## src/rtl/vga_pkg.sv

```systemverilog
// vga_pkg: shared VGA timing defaults, line/frame total derivation and
// colour-split helpers for the frame fetch and text-overlay blocks.
package vga_pkg;

    // 640x480@60 default timing
    localparam int DEF_H_ACTIVE = 640;
    localparam int DEF_H_FP     = 16;
    localparam int DEF_H_SYNC   = 96;
    localparam int DEF_H_BP     = 48;
    localparam int DEF_V_ACTIVE = 480;
    localparam int DEF_V_FP     = 10;
    localparam int DEF_V_SYNC   = 2;
    localparam int DEF_V_BP     = 33;

    // framebuffer word is packed {R,G,B}, equal channel widths
    localparam int DEF_COLOR_W  = 12;
    localparam int CH_W         = DEF_COLOR_W / 3;

    // IDLE: counters parked at (0,0) waiting for the first pixel tick
    typedef enum logic {
        TM_IDLE = 1'b0,
        TM_RUN  = 1'b1
    } tm_state_e;

    function automatic int line_total(
        input int act,
        input int fp,
        input int sync,
        input int bp
    );
        return act + fp + sync + bp;
    endfunction

    function automatic int ch_width(input int color_w);
        return color_w / 3;
    endfunction

endpackage

```

## src/rtl/vga_timing_counter.sv

```systemverilog
// vga_timing_counter: horizontal/vertical pixel counters with wrap strobes,
// frame_start pulse and raw (active-high) sync and active-video flags.
// Ports: clk, reset (async, active-high), pix_tick, enable in;
//        h_cnt, v_cnt, line_wrap, frame_wrap (comb strobes),
//        frame_start (registered), hsync_raw, vsync_raw, active out.
module vga_timing_counter
    import vga_pkg::*;
#(
    parameter int H_ACTIVE = DEF_H_ACTIVE,
    parameter int H_FP     = DEF_H_FP,
    parameter int H_SYNC   = DEF_H_SYNC,
    parameter int H_BP     = DEF_H_BP,
    parameter int V_ACTIVE = DEF_V_ACTIVE,
    parameter int V_FP     = DEF_V_FP,
    parameter int V_SYNC   = DEF_V_SYNC,
    parameter int V_BP     = DEF_V_BP,
    parameter int HW       = $clog2(line_total(H_ACTIVE, H_FP, H_SYNC, H_BP)),
    parameter int VW       = $clog2(line_total(V_ACTIVE, V_FP, V_SYNC, V_BP))
) (
    input  logic          clk,
    input  logic          reset,
    input  logic          pix_tick,
    input  logic          enable,
    output logic [HW-1:0] h_cnt,
    output logic [VW-1:0] v_cnt,
    output logic          line_wrap,
    output logic          frame_wrap,
    output logic          frame_start,
    output logic          hsync_raw,
    output logic          vsync_raw,
    output logic          active
);

    localparam int H_TOTAL = line_total(H_ACTIVE, H_FP, H_SYNC, H_BP);
    localparam int V_TOTAL = line_total(V_ACTIVE, V_FP, V_SYNC, V_BP);

    localparam logic [HW-1:0] H_LAST = HW'(H_TOTAL - 1);
    localparam logic [VW-1:0] V_LAST = VW'(V_TOTAL - 1);
    localparam logic [HW-1:0] H_ACT  = HW'(H_ACTIVE);
    localparam logic [VW-1:0] V_ACT  = VW'(V_ACTIVE);
    localparam logic [HW-1:0] HS_BEG = HW'(H_ACTIVE + H_FP);
    localparam logic [HW-1:0] HS_END = HW'(H_ACTIVE + H_FP + H_SYNC);
    localparam logic [VW-1:0] VS_BEG = VW'(V_ACTIVE + V_FP);
    localparam logic [VW-1:0] VS_END = VW'(V_ACTIVE + V_FP + V_SYNC);

    tm_state_e     state_q, state_d;
    logic [HW-1:0] h_q, h_d;
    logic [VW-1:0] v_q, v_d;
    logic          fs_q, fs_d;
    logic          run;

    always_ff @(posedge clk or posedge reset) begin
        if (reset) begin
            state_q <= TM_IDLE;
            h_q     <= '0;
            v_q     <= '0;
            fs_q    <= 1'b0;
        end else begin
            state_q <= state_d;
            h_q     <= h_d;
            v_q     <= v_d;
            fs_q    <= fs_d;
        end
    end

    // The first tick after a restart only "enters" (0,0); later ticks advance.
    always_comb begin
        state_d    = state_q;
        h_d        = h_q;
        v_d        = v_q;
        fs_d       = 1'b0;
        line_wrap  = 1'b0;
        frame_wrap = 1'b0;
        if (!enable) begin
            state_d = TM_IDLE;
            h_d     = '0;
            v_d     = '0;
        end else if (pix_tick) begin
            unique case (state_q)
                TM_IDLE: begin
                    state_d = TM_RUN;
                    fs_d    = 1'b1;
                end
                TM_RUN: begin
                    if (h_q == H_LAST) begin
                        h_d       = '0;
                        line_wrap = 1'b1;
                        if (v_q == V_LAST) begin
                            v_d        = '0;
                            frame_wrap = 1'b1;
                            fs_d       = 1'b1;
                        end else begin
                            v_d = v_q + VW'(1);
                        end
                    end else begin
                        h_d = h_q + HW'(1);
                    end
                end
            endcase
        end
    end

    assign run         = (state_q == TM_RUN);
    assign h_cnt       = h_q;
    assign v_cnt       = v_q;
    assign frame_start = fs_q;
    assign hsync_raw   = run && (h_q >= HS_BEG) && (h_q < HS_END);
    assign vsync_raw   = run && (v_q >= VS_BEG) && (v_q < VS_END);
    assign active      = run && (h_q < H_ACT) && (v_q < V_ACT);

endmodule

```

## src/rtl/vga_frame_fetch.sv

```systemverilog
// vga_frame_fetch: VGA timing, framebuffer address generation with
// power-of-two downscaling, and a 2-tick pipeline to blanked RGB/sync pins.
// Ports: clk, reset (async, active-high), pix_tick, enable, mem_data in;
//        mem_addr, mem_rd, vga_r/g/b, hsync, vsync, frame_start out.
module vga_frame_fetch
    import vga_pkg::*;
#(
    parameter int H_ACTIVE    = DEF_H_ACTIVE,
    parameter int H_FP        = DEF_H_FP,
    parameter int H_SYNC      = DEF_H_SYNC,
    parameter int H_BP        = DEF_H_BP,
    parameter int V_ACTIVE    = DEF_V_ACTIVE,
    parameter int V_FP        = DEF_V_FP,
    parameter int V_SYNC      = DEF_V_SYNC,
    parameter int V_BP        = DEF_V_BP,
    parameter int COLOR_W     = DEF_COLOR_W,
    parameter int SCALE_SHIFT = 0,
    parameter bit SYNC_POL    = 1'b0,
    parameter int ADDR_W      =
        $clog2((H_ACTIVE >> SCALE_SHIFT) * (V_ACTIVE >> SCALE_SHIFT))
) (
    input  logic                 clk,
    input  logic                 reset,
    input  logic                 pix_tick,
    input  logic                 enable,
    output logic [ADDR_W-1:0]    mem_addr,
    output logic                 mem_rd,
    input  logic [COLOR_W-1:0]   mem_data,
    output logic [COLOR_W/3-1:0] vga_r,
    output logic [COLOR_W/3-1:0] vga_g,
    output logic [COLOR_W/3-1:0] vga_b,
    output logic                 hsync,
    output logic                 vsync,
    output logic                 frame_start
);

    localparam int HW   = $clog2(line_total(H_ACTIVE, H_FP, H_SYNC, H_BP));
    localparam int VW   = $clog2(line_total(V_ACTIVE, V_FP, V_SYNC, V_BP));
    localparam int C_W  = ch_width(COLOR_W);

    localparam logic [ADDR_W-1:0] FB_W     = ADDR_W'(H_ACTIVE >> SCALE_SHIFT);
    localparam logic [VW-1:0]     V_ACT    = VW'(V_ACTIVE);
    localparam logic [VW-1:0]     ROW_MASK = VW'((1 << SCALE_SHIFT) - 1);

    logic [HW-1:0] h_cnt;
    logic [VW-1:0] v_cnt;
    logic          line_wrap, frame_wrap;
    logic          hs_raw, vs_raw, active;

    vga_timing_counter #(
        .H_ACTIVE (H_ACTIVE),
        .H_FP     (H_FP),
        .H_SYNC   (H_SYNC),
        .H_BP     (H_BP),
        .V_ACTIVE (V_ACTIVE),
        .V_FP     (V_FP),
        .V_SYNC   (V_SYNC),
        .V_BP     (V_BP),
        .HW       (HW),
        .VW       (VW)
    ) u_timing (
        .clk         (clk),
        .reset       (reset),
        .pix_tick    (pix_tick),
        .enable      (enable),
        .h_cnt       (h_cnt),
        .v_cnt       (v_cnt),
        .line_wrap   (line_wrap),
        .frame_wrap  (frame_wrap),
        .frame_start (frame_start),
        .hsync_raw   (hs_raw),
        .vsync_raw   (vs_raw),
        .active      (active)
    );

    logic [ADDR_W-1:0]  row_base_q, row_base_d;
    logic [ADDR_W-1:0]  addr_q, addr_d, addr0;
    logic               rd_q, rd_d;
    logic               act1_q, act1_d;
    logic               hs1_q, hs1_d;
    logic               vs1_q, vs1_d;
    logic [COLOR_W-1:0] rgb_q, rgb_d;
    logic               hsync_q, hsync_d;
    logic               vsync_q, vsync_d;
    logic [VW-1:0]      v_nxt;
    logic               row_step;

    always_ff @(posedge clk or posedge reset) begin
        if (reset) begin
            row_base_q <= '0;
            addr_q     <= '0;
            rd_q       <= 1'b0;
            act1_q     <= 1'b0;
            hs1_q      <= 1'b0;
            vs1_q      <= 1'b0;
            rgb_q      <= '0;
            hsync_q    <= ~SYNC_POL;
            vsync_q    <= ~SYNC_POL;
        end else begin
            row_base_q <= row_base_d;
            addr_q     <= addr_d;
            rd_q       <= rd_d;
            act1_q     <= act1_d;
            hs1_q      <= hs1_d;
            vs1_q      <= vs1_d;
            rgb_q      <= rgb_d;
            hsync_q    <= hsync_d;
            vsync_q    <= vsync_d;
        end
    end

    // Row base steps one framebuffer line each time the next screen line
    // is active and starts a new block of 2^SCALE_SHIFT screen lines.
    always_comb begin
        v_nxt      = v_cnt + VW'(1);
        row_step   = (v_nxt < V_ACT) && ((v_nxt & ROW_MASK) == '0);
        row_base_d = row_base_q;
        if (!enable || frame_wrap) begin
            row_base_d = '0;
        end else if (line_wrap && row_step) begin
            row_base_d = row_base_q + FB_W;
        end
        addr0 = row_base_q + ADDR_W'(h_cnt >> SCALE_SHIFT);
    end

    // Stage 1: read request for the current counter position.
    always_comb begin
        addr_d = addr_q;
        rd_d   = 1'b0;
        act1_d = act1_q;
        hs1_d  = hs1_q;
        vs1_d  = vs1_q;
        if (!enable) begin
            addr_d = '0;
            act1_d = 1'b0;
            hs1_d  = 1'b0;
            vs1_d  = 1'b0;
        end else if (pix_tick) begin
            rd_d   = active;
            act1_d = active;
            hs1_d  = hs_raw;
            vs1_d  = vs_raw;
            if (active) begin
                addr_d = addr0;
            end
        end
    end

    // Stage 2: read data returns; sync and blank travel alongside it.
    always_comb begin
        rgb_d   = rgb_q;
        hsync_d = hsync_q;
        vsync_d = vsync_q;
        if (!enable) begin
            rgb_d   = '0;
            hsync_d = ~SYNC_POL;
            vsync_d = ~SYNC_POL;
        end else if (pix_tick) begin
            rgb_d   = act1_q ? mem_data : '0;
            hsync_d = hs1_q ? SYNC_POL : ~SYNC_POL;
            vsync_d = vs1_q ? SYNC_POL : ~SYNC_POL;
        end
    end

    assign mem_addr = addr_q;
    assign mem_rd   = rd_q;
    assign vga_r    = rgb_q[COLOR_W-1 -: C_W];
    assign vga_g    = rgb_q[COLOR_W-C_W-1 -: C_W];
    assign vga_b    = rgb_q[C_W-1:0];
    assign hsync    = hsync_q;
    assign vsync    = vsync_q;

endmodule

```

## config.mk

```make
export PLATFORM = sky130hd
export DESIGN_NAME = vga_frame_fetch
export DESIGN_NICKNAME = d
export VERILOG_FILES = /design/src/rtl/vga_pkg.sv /design/src/rtl/vga_timing_counter.sv /design/src/rtl/vga_frame_fetch.sv
export SDC_FILE = /design/constraint.sdc
export NUM_CORES = 1
export LEC_CHECK = 0
export CORE_AREA = 2 2 107 109
export DETAILED_ROUTE_END_ITERATION = 16
export DIE_AREA = 0 0 109 111
export PLACE_DENSITY = 0.54
export SYNTH_ARGS = -nofsm -noshare
export SYNTH_HDL_FRONTEND = slang
export SYNTH_SLANG_ARGS = --single-unit
```

## constraint.sdc

```tcl
create_clock -name clk -period 3.85 [get_ports clk]
set_input_delay 0.77 -clock clk [delete_from_list [all_inputs] [get_ports clk]]
set_output_delay 0.77 -clock clk [all_outputs]
set_load 0.02 [all_outputs]
```

---- Word-level counts from Yosys, hierarchy flattened ----
Index checks and enable logic that the tools add are counted.
Widths: inputs -> output; s select.
operators by class
  add/sub/neg operators ................... 4
  magnitude comparators ................... 7
  eq/ne operators ......................... 6
  mux-type cells .......................... 45
  bitwise logic cells ..................... 1
  reduce and logical (&&, ||, !) cells .... 13
operators by type and width
  kind                    number
  $mux 19                 5
  $mux 10                 9
  $mux 12                 3
  $lt 10x9->1 const B     3
  $mux 1                  27
  $add 10x1->10 const B   2
  $eq 10x10->1 const B    2
  $lt 10x10->1 const B    2
  $add 19x10->19          1
  $add 19x10->19 const B  1
  $ge 10x10->1 const B    1
  $ge 10x9->1 const B     1
  $logic_and 1x1->1       7
  $ne 2x1->1 const B      3
  $reduce_and 2->1        2
  $reduce_and 3->1        1
  $ne 2x2->1 const B      1
  $pmux 1 s2              1
  $reduce_bool 2->1       1
  $logic_not 1->1         1
  $logic_or 1x1->1        1
  $not 1->1               1
storage, ports and cells
  register bits ........................... 78
  bits of input ports ..................... 16
  output and inout bits ................... 35
  logic and storage cells ................. 89

---- Logic depth before layout (Yosys ltp) ----
  depth in word-level cells ............... 8
  depth in mapped cells ................... 9

---- By module ----
A second synthesis with hierarchy kept.
unflattened totals
  cells, all modules ...................... 381
  area total of the unflattened synthesis .. 3,737.3 sq um
by module, submodules not included
  module              instances  cells each  area an instance (sq um)  seq. area each (sq um)
  vga_frame_fetch     1          240         2,428.6                   1,228.7
  vga_timing_counter  1          141         1,308.8                   550.5

---- Worst setup path after synthesis ----
No wires, ideal clock.
  path type ............................... input -> register
  start point ............................. in pix_tick
  end point ............................... reg row_base_q[15]
  library setup time ...................... 78 ps
  arrival time ............................ 2,888 ps
  required time ........................... 3,772 ps
  path slack .............................. 884 ps
  stages on the path ...................... 8
  path buffers ............................ 2
  path through ............................ nand2_1 or4_4 or3_1 buf_2 or2_1 buf_6 or4_1 a21oi_1
between the ends
  cells in the longest elaborated chain, start to end .. 4
  elaborated cells on any way between the ends .. 8
RTL lines
  element                                                       line                                            RTL
  from (decl)                                                   vga_frame_fetch.sv:24                           input logic pix_tick,
  $mux 1                                                        vga_timing_counter.sv:78                        end else if (pix_tick) begin
  $mux 1                                                        vga_timing_counter.sv:74                        if (!enable) begin
  $logic_or 1x1->1 / $logic_and 1x1->1 (equally long branches)  vga_frame_fetch.sv:118, vga_frame_fetch.sv:120
  $mux 19 / $reduce_bool 2->1 (equally long branches)           -
  to (signal assigned)                                          vga_frame_fetch.sv:100                          row_base_q <= row_base_d;
  to (decl)                                                     vga_frame_fetch.sv:76                           logic [ADDR_W-1:0] row_base_q, row_base_d;
Several ways; a longest one is shown, not always the timed one.
A chain may end at the register's enable or synchronous reset.

---- Worst setup path after layout ----
Ends and elaborated chain as after synthesis.

==> qor.txt <==
hold_buf cts -> 0
most frequent cells in the layout -> dfrtp_1, nand2_1, clkdlybuf4s50_1
Simple-Gate Fraction of Synth Area -> 22.7%
GRT overflow -> 0
worst-skew pair later-pin latency -> 0.33 ns
number of synthesized flops with an enable pin -> 0
Clock Path Buffers -> 2
fraction of layout cells with a size suffix above 1 -> 5.42%
hold path cells -> 3
Seq/Total Area, Yosys -> 48.5%
die height -> 111 um
drt initial violations -> 197
crit path DAT -> 3.51 ns
Int Pwr -> 0.00128 W
n_diodes -> 0
Die Footprint -> 12,100 sq um
WL/cell -> 14.2 um
Yosys warnings -> 0
post-route ant nets -> 0
type of the worst min-delay path -> reg2reg
Psw -> 0.000371 W
worst vdd ir -> 159 uV
largest net degree at the start of global routing -> 46
mux contribution to synthesized area -> 0.273%
via count -> 2,984
Mapped Nets -> 416
Slew Limit Fails -> 0
Setup WS pre-CTS -> 0.262 ns
CP endpoint kind -> flip-flop
nets@finish -> 463
fraction of power consumed by combinational cells -> 7.1%
GRT Resource Usage Total -> 15.2%
Leakage -> 1.93 nW
WS Path Type -> in2reg
Req. time, crit path -> 4.11 ns
status -> complete, no violations
CTS root buffer -> clkbuf_16
final setup TNS -> 0 ns
Resized Gates After CTS -> 0
count of final setup violators -> 0
CTS tree -> yes
Worst Skew -> 0.00482 ns
Seq cells post-synth -> 71
syn avg cell area -> 9.38 sq um
P per Cell Area -> 360 nW/um^2
Post-Synth Adder-Cell Area -> 3.07%
DRC viols -> 0
largest family of logic cells by synthesized area -> simple AND/OR/NAND/NOR gates
sequential power share -> 46.5%
final worst path period share -> 84.6%
routability congestion estimate -> 0.830
xor-xnor portion of the synthesized cell area -> 6.21%
Clock Sink Count -> 71
RSZ-0062 raised after global routing -> no
fraction of registers with async set/reset -> 100%
postcts setup bufs -> 0
Final Core Density -> 41.4%
top_reg_cell synth -> dfrtp_1
Least-Margin Pin Slew -> 0.572 ns
number of port buffers -> 50
total core area -> 11,100 sq um
Rows -> 39
DPL Wire Length -> 5.88 mm
cts bufs inserted -> 9
routed vias/inst -> 5.09
maximum clock rate -> 307 MHz
Pre-Repair DR Iteration Count -> 5
Max-Cap Viols -> 0
Routed WL -> 8.32 mm
Horiz. Die Dim -> 109 um
I/O Pins -> 51
Setup crit start kind -> input pin
vias in the first global route -> 2,933
relative slew slack -> 61.9%
FF-to-FF path depth -> 7
Synth Area in Compound Gates -> 15.7%
Reg clk slew, reported paths -> 0.06 ns
Switching Share -> 22.5%
leading cell type in the layout, fill and taps excluded -> dfrtp_1
Synth Instances -> 391
first-pass GRT wire length -> 14.5 mm
Clk pwr share -> 46.5%
initial core utilization -> 33.1%
largest fanout on the critical path -> 7
Post-Synthesis Cell Area -> 3670 sq um
final setup margin -> 0.594 ns
Area Overhead vs Synth -> 24.9%
Yosys cell types -> 47
Tmin final -> 3.26 ns
count of final hold-check violations -> 0
initial antenna violation count -> 0
H-tree Lvls -> 3
-- cells by family (layout without fill, tap and decap cells) --
family,after synthesis,in the layout
xor gates and xnor gates,26,26
AOI/OAI and AO/OA,87,87
and+or+nand+nor,165,165
muxes,1,1
buffers and inverters,31,83
adders and majority gates,9,9
DFF,71,71
other,1,1
-- synthesized netlist by cell type, types with 4 or more instances --
cell / count / area, sq um
a22oi_1: 13 / 97.6
xor2_1: 9 / 78.8
ha_1: 9 / 113
nor2b_1: 16 / 100
clkbuf_1: 17 / 63.8
inv_1: 10 / 37.5
nand3_1: 14 / 70.1
nand2_1: 54 / 203
nor2_1: 27 / 101
nand4_1: 7 / 43.8
and2_1: 5 / 31.3
o211a_1: 7 / 70.1
nor3_1: 7 / 35.0
or3_1: 6 / 37.5
and3_1: 8 / 50.1
o31ai_1: 4 / 30.0
xnor2_1: 17 / 149
a21boi_0: 7 / 52.6
a21oi_1: 11 / 55.1
o21ai_0: 30 / 150
nor4_1: 5 / 31.3
dfrtp_1: 69 / 1730
-- path summary, 6_finish.rpt --
kind | start | endpoint | slack, ns
min in group asynchronous | reset | mem_rd | 0.83
max in group asynchronous | reset | vsync | 2.53
worst min register to register | vs1_q | vsync | 0.51
worst max-delay path | pix_tick | row_base_q[15] | 0.59
worst max register to register | u_timing.h_cnt[0] | row_base_q[15] | 0.88
worst min-delay path | vs1_q | vsync | 0.51
-- critical path: stages --
cell,delay (ns)
clkdlybuf4s50_1,0.49
nand2_1,0.14
or4_4,0.60
or3_1,0.50
or2_1,0.35
or4_1,0.52
a21oi_1,0.15
-- metrics by stage --
step / total power (W) / hold WS [ns] / std cells / cell area, sq um
4_1_cts: 0.00167 / 0.522 / 586 / 4580
5_1_grt: 0.00173 / 0.543 / 586 / 4580
2_1_floorplan: 0.000842 / 0.474 / 391 / 3670
3_5_place_dp: 0.000898 / 0.512 / 570 / 4310
6_report: 0.00165 / 0.514 / 586 / 4580
3_3_place_gp: 0.000898 / 0.496 / 570 / 4310
-- layout make-up --
class	instances	area, sq um
clock inverter	1	5.00
fill	1091	6500
clock buffer	15	268
inverter	10	37.5
multi-input combinational	289	1760
sequential	71	1780
tap	143	179
timing repair buffer	57	553
-- power groups by stage --
stage / combinational [W] / clock, W / sequential (W)
5_1_grt: 0.000130 / 0.000829 / 0.000767
4_1_cts: 0.000120 / 0.000789 / 0.000766
3_3_place_gp: 0.000119 / 0 / 0.000779
2_1_floorplan: 0.0000513 / 0 / 0.000791
3_5_place_dp: 0.000119 / 0 / 0.000779
6_report: 0.000117 / 0.000766 / 0.000766
-- metal layers --
layer	track usage (%)	vias up	routed length, um
li1	-	1473	-
met1	20.5	1426	3910
met2	23.2	79	3860
met3	4.12	6	449
met4	5.38	0	108
met5	0	-	0
-- flip-flops by register name (all words and copies together), names as in the netlist, 10 cells and up --
signal          cells
mem_addr           19
rgb_q              12
row_base_q         12
u_timing.h_cnt     10
u_timing.v_cnt     10
Note: power is estimated with default switching activity, not from simulation.
